==> config.mk <==
export PLATFORM = sky130hd
export DESIGN_NAME = wb_regfile
export DESIGN_NICKNAME = d
export VERILOG_FILES = /design/src/rtl/wb_regfile_pkg.sv /design/src/rtl/wb_regfile_core.sv /design/src/rtl/wb_regfile.sv
export SDC_FILE = /design/constraint.sdc
export NUM_CORES = 2
export LEC_CHECK = 0
export ABC_AREA = 0
export BUFFER_PORTS_ARGS = -buffer_cell sky130_fd_sc_hd__buf_4
export CORE_MARGIN = 8
export CORE_UTILIZATION = 35
export CTS_BUF_LIST = sky130_fd_sc_hd__clkbuf_4 sky130_fd_sc_hd__clkbuf_8
export DETAILED_ROUTE_END_ITERATION = 16
export GPL_ROUTABILITY_DRIVEN = 0
export HOLD_SLACK_MARGIN = 0.15
export SKIP_CTS_REPAIR_TIMING = 1
export SLEW_MARGIN = 10
export SYNTH_ARGS = -nofsm -noshare
export SYNTH_HDL_FRONTEND = slang
export SYNTH_SLANG_ARGS = --single-unit
==> constraint.sdc <==
create_clock -name clk -period 44.3 [get_ports clk]
set_input_delay 6.645 -clock clk [delete_from_list [all_inputs] [get_ports clk]]
set_output_delay 6.645 -clock clk [all_outputs]
set_load 0.02 [all_outputs]
==> src/rtl/wb_regfile_pkg.sv <==
// Shared pipeline definitions for the write-back stage: result-select
// encodings, default data width and the bubble instruction word.
package wb_regfile_pkg;

   localparam int XLEN_DEF = 32;
   localparam int NREGS    = 32;
   localparam int AW       = 5;

   typedef enum logic [1:0] {
      RES_ALU  = 2'b00,
      RES_MEM  = 2'b01,
      RES_PC4  = 2'b10,
      RES_RSVD = 2'b11
   } res_src_e;

   localparam logic [31:0] NOP_BUBBLE = 32'h0;

endpackage

==> src/rtl/wb_regfile_core.sv <==
// 31-entry integer register file: one write port, two combinational read
// ports with hardwired x0 and same-cycle write-to-read bypass.
module wb_regfile_core
   import wb_regfile_pkg::*;
#(
   parameter int XLEN = XLEN_DEF
) (
   input  logic                      clk,
   input  logic                      reset,
   input  logic                      i_we,
   input  logic [AW-1:0]             i_waddr,
   input  logic [XLEN-1:0]           i_wdata,
   input  logic [1:0][AW-1:0]        i_raddr,
   output logic [1:0][XLEN-1:0]      o_rdata
);

   // x0 has no storage; entries start at 1
   logic [XLEN-1:0] r_regs [31:1];
   logic            w_wr_en;

   assign w_wr_en = i_we && (i_waddr != '0);

   always_ff @(posedge clk or posedge reset) begin
      if (reset) begin
         for (int i = 1; i < NREGS; i++) r_regs[i] <= '0;
      end else if (w_wr_en) begin
         r_regs[i_waddr] <= i_wdata;
      end
   end

   // Bypass stays active during reset so decode sees the in-flight result
   for (genvar p = 0; p < 2; p++) begin : g_rd
      always_comb begin
         o_rdata[p] = '0;
         if (i_raddr[p] == '0)                     o_rdata[p] = '0;
         else if (i_we && i_waddr == i_raddr[p])   o_rdata[p] = i_wdata;
         else                                      o_rdata[p] = r_regs[i_raddr[p]];
      end
   end

endmodule

==> src/rtl/wb_regfile.sv <==
// Write-back stage: result select, register file commit with decode read
// ports, and the retired-instruction counter.
module wb_regfile
   import wb_regfile_pkg::*;
#(
   parameter int XLEN  = XLEN_DEF,
   parameter int CNT_W = 64
) (
   input  logic             clk,
   input  logic             reset,
   input  logic [XLEN-1:0]  ReadData_wb,
   input  logic [XLEN-1:0]  ALUResult_wb,
   input  logic [XLEN-1:0]  PC_plus4_wb,
   input  logic [4:0]       rd_wb,
   input  logic             RegWrite_wb,
   input  logic [1:0]       ResultSrc_wb,
   input  logic [31:0]      instruction_wb,
   input  logic [4:0]       rs1_d,
   input  logic [4:0]       rs2_d,
   output logic [XLEN-1:0]  rd1_d,
   output logic [XLEN-1:0]  rd2_d,
   output logic [XLEN-1:0]  Result_wb,
   output logic [CNT_W-1:0] instret
);

   logic [XLEN-1:0]         w_result;
   logic [1:0][XLEN-1:0]    w_rdata;
   logic [CNT_W-1:0]        r_instret;

   always_comb begin
      w_result = ALUResult_wb;
      case (res_src_e'(ResultSrc_wb))
         RES_MEM: w_result = ReadData_wb;
         RES_PC4: w_result = PC_plus4_wb;
         default: w_result = ALUResult_wb;
      endcase
   end

   wb_regfile_core #(.XLEN(XLEN)) u_core (
      .clk     (clk),
      .reset   (reset),
      .i_we    (RegWrite_wb),
      .i_waddr (rd_wb),
      .i_wdata (w_result),
      .i_raddr ({rs2_d, rs1_d}),
      .o_rdata (w_rdata)
   );

   // Stores and branches retire too, so only the bubble word is excluded
   always_ff @(posedge clk or posedge reset) begin
      if (reset)                          r_instret <= '0;
      else if (instruction_wb != NOP_BUBBLE) r_instret <= r_instret + 1'b1;
   end

   assign Result_wb = w_result;
   assign rd1_d     = w_rdata[0];
   assign rd2_d     = w_rdata[1];
   assign instret   = r_instret;

endmodule

==> results by group <==
Critical path
  • WP data arrival: 11,340 ps
  • Crit. End Element: output pin
  • Kind of critical path: primary input to output pin
  • Critical Path RT: 37,650 ps
  • Crit Reg-Reg Endpoint: instret[58]$_DFFE_PP0P_
  • Critical path startpoint category: primary input
  • Worst reg2reg startpoint: instret[24]$_DFFE_PP0P_
  • Crit path launch: rs1_d[0]
  • Worst Reg-to-Reg Cells: 5
  • Max FO, Critical Path: around 50
  • FF-to-FF setup slack: around 42,000 ps

Yosys
  • Post-synthesis net count: 5,204
  • Top_reg_cell synth: dfrtp_1
  • Warnings from Yosys: 0
  • Post-Synthesis Cells: between 5k and 6k
  • Synth top area cells: dfrtp_1 48%, mux4_2 18%, o21ai_0 9.6%
  • Count leader, synth: nand2_1
  • Yosys top cell by area: dfrtp_1
  • Synth Area per Inst: around 11 µm²
  • Synth top cells by count: 1,057 x nand2_1, 1,056 x dfrtp_1, 1,055 x o21ai_0
  • Yosys top cell area share: 47.9%
  • EDFF count, synth: 0
  • Async S/R FF share, synth: 100%
  • Register area share after synthesis: 47.9%
  • Cell Area, Synth: 55,100 µm²
  • Cell variety after synth: 57
  • Number of synthesized register bits: 1,056

STA
  • Fin. Hold Viols: 0
  • Slew @ Worst Pin: 1240 ps
  • RSZ-0062 raised after global routing: false
  • Setup Skew: 23.4 ps
  • Fin crit period: 17,980 ps
  • Setup Viol. Count Final: 0
  • Final TNS setup: 0 ps
  • Final Max Tran Viols: 0
  • Rel. slew slack: 17.1%
  • Period utilisation layout: 40.6%
  • FMAX: 55.6 MHz

Power and ir drop
  • Leak: 27.8 nW
  • Pwr/cell area: 44.0 nW/µm²
  • Worst vdd ir: 0.0225 mV

CTS
  • Clock transition at path regs: 60 ps
  • Clock tree buffer depth: 3
  • Sink Count: 1,056
  • CTS root buffer: clkbuf_8
  • Worst-Skew Late Latency: 930 ps
  • TritonCTS clock tree: done
  • Htree depth: 4
  • Total CTS buffers: 182

Finish
  • Final Instance Area: roughly 63,000 µm²
  • Nets@finish: 5,289
  • Layout cells sized above 1: 25.9%
  • P&R area growth vs syn: 14.8%

Die
  • Core footprint: 156,000 µm²
  • Total die area: 170,000 µm²
  • Die W: approximately 410 µm
  • Initial cell density of the core: 35.2%
  • Die Height: 413 µm
  • Top-level I/O count: approximately 300
  • Row cnt: 145

Place
  • Dpl hpwl: 116 mm
  • I/O Buffers: 307
  • DP Area: 59,100 µm²

Min path
  • Min-delay src: instret[63]$_DFFE_PP0P_
  • Hold Crit Class: flip-flop to flip-flop
  • Hold path depth: 1
  • Hold Path Sink: instret[63]$_DFFE_PP0P_

Flow run
  • Max-cap violations: 0

Global route
  • Grt ovf: 0
  • Initial antenna violation count: 9
  • Pin count of the biggest net entering global routing: 156
  • Total Routing Usage GR: 23.5%
  • Vias in the first global route: 43.0k
  • First-pass GRT wire length: 298 mm

Detailed routing
  • Post-DRT Antenna Nets: 0
  • First-pass DRT Iterations: 6
  • Detailed Route Iter0 Violations: approximately 4.7k
  • Post-Route WL: 204 mm
  • Avg Vias per Cell: 5.93
  • Final routed DRC violation total: 0
  • WL per Instance: ~28 µm
  • Vias after detailed routing: 43.6k

Status
  • Status: finished clean
-- worst max path at each step --
stage                     slack (ps)  cells past startpoint                      to
after floorplan                 7930                      1  instret[0]$_DFFE_PP0P_
after global placement         26290                      9               rd1_d[25]
after detailed placement       26300                      9               rd1_d[25]
after CTS                      26290                      9               rd1_d[25]
after global routing           26020                      9               rd1_d[25]
final                          26320                      9               rd1_d[25]
-- cell type report --
| type | count | area (µm²) |
|---|---|---|
| Fill cell | 15000 | 93100 |
| Multi-Input combinational cell | 3440 | 26800 |
| Sequential cell | 1056 | 26400 |
| Clock buffer | 290 | 3700 |
| Timing Repair Buffer | 409 | 3150 |
| Tap cell | 2058 | 2570 |
| Clock inverter | 46 | 447 |
| Inverter | 49 | 191 |
| Antenna cell | 7 | 17.5 |
-- critical path, cell delays in order --
cell and delay [ps]:
buf_8 430, buf_4 760, buf_4 770, buf_4 770, mux4_2 360, mux2_2 150, a21oi_1 70, o32ai_1 1000
buf_4 290
-- sequential cells by signal, indices dropped and copies added (netlist names) --
| register | cells |
|---|---|
| u_core.r_regs | 992 |
| instret | 64 |
-- report_power, final --
part	internal (mW)	switching (mW)	leakage [nW]
registers	1.12	0.119	14.0
logic	0.253	0.287	11.6
clock network	0.568	0.436	2.21
total	1.94	0.842	27.8
-- layer usage --
metal | global-route usage (%) | vias to the layer above | part of all wire (%)
met5 | 0.172 | - | 0.028
met4 | 9.79 | 4 | 4.6
met3 | 6.49 | 535 | 10
met2 | 36.2 | 2278 | 45
met1 | 31.2 | 22200 | 40
li1 | - | 18700 | -
-- per-stage QoR --
step	util [%]	power (mW)	setup WS (ps)	std cells	hold WS, ps
3_3_place_gp	37.8	1.77	26290	7012	461
2_1_floorplan	-	1.60	7930	5053	458
5_1_grt	40.5	2.91	26020	7350	498
6_report	40.5	2.79	26320	7355	476
4_1_cts	40.5	2.79	26290	7348	475
3_5_place_dp	37.8	1.79	26300	7012	462
-- kinds of logic (layout without fill, tap and decap cells) --
| kind of cell | count (synthesis) | count (layout) | share of synthesized area, % |
|---|---|---|---|
| DFF | 1056 | 1056 | 47.9 |
| xor gates and xnor gates | 73 | 73 | 1.16 |
| AOI/OAI and AO/OA | 1426 | 1426 | 14.8 |
| adders and majority gates | 3 | 3 | 0.0681 |
| other | 0 | 7 | 0 |
| muxes | 595 | 595 | 21.6 |
| and+or+nand+nor | 1343 | 1343 | 10.1 |
| buffers and inverters | 557 | 794 | 4.36 |
-- layout by cell type (no fill, tap or decap), types with 8 or more instances in the layout --
master        n
o21ai_0    1055
inv_1        48
nand2_2       8
nor2b_1      45
a21oi_1      14
and3_1       11
o32ai_1       9
nand2_4      24
mux2i_1      43
a221oi_1     83
xor2_1       50
clkbuf_4     46
nor2_1       70
xnor2_1      23
buf_4       400
o22ai_1      42
mux4_1       21
mux4_2      439
o221ai_1      9
nand4_1      19
a22oi_1      73
mux2_2       92
o211a_1      26
clkbuf_8    244
nand3_1      36
nor4_1       22
o31ai_1      16
a221o_1      17
nor3_1       49
clkinv_2     27
dfrtp_1    1056
o2bb2ai_1    10
a21oi_2      26
a211oi_1     21
nand2_1    1025
Power figures use the tool's default switching activity.
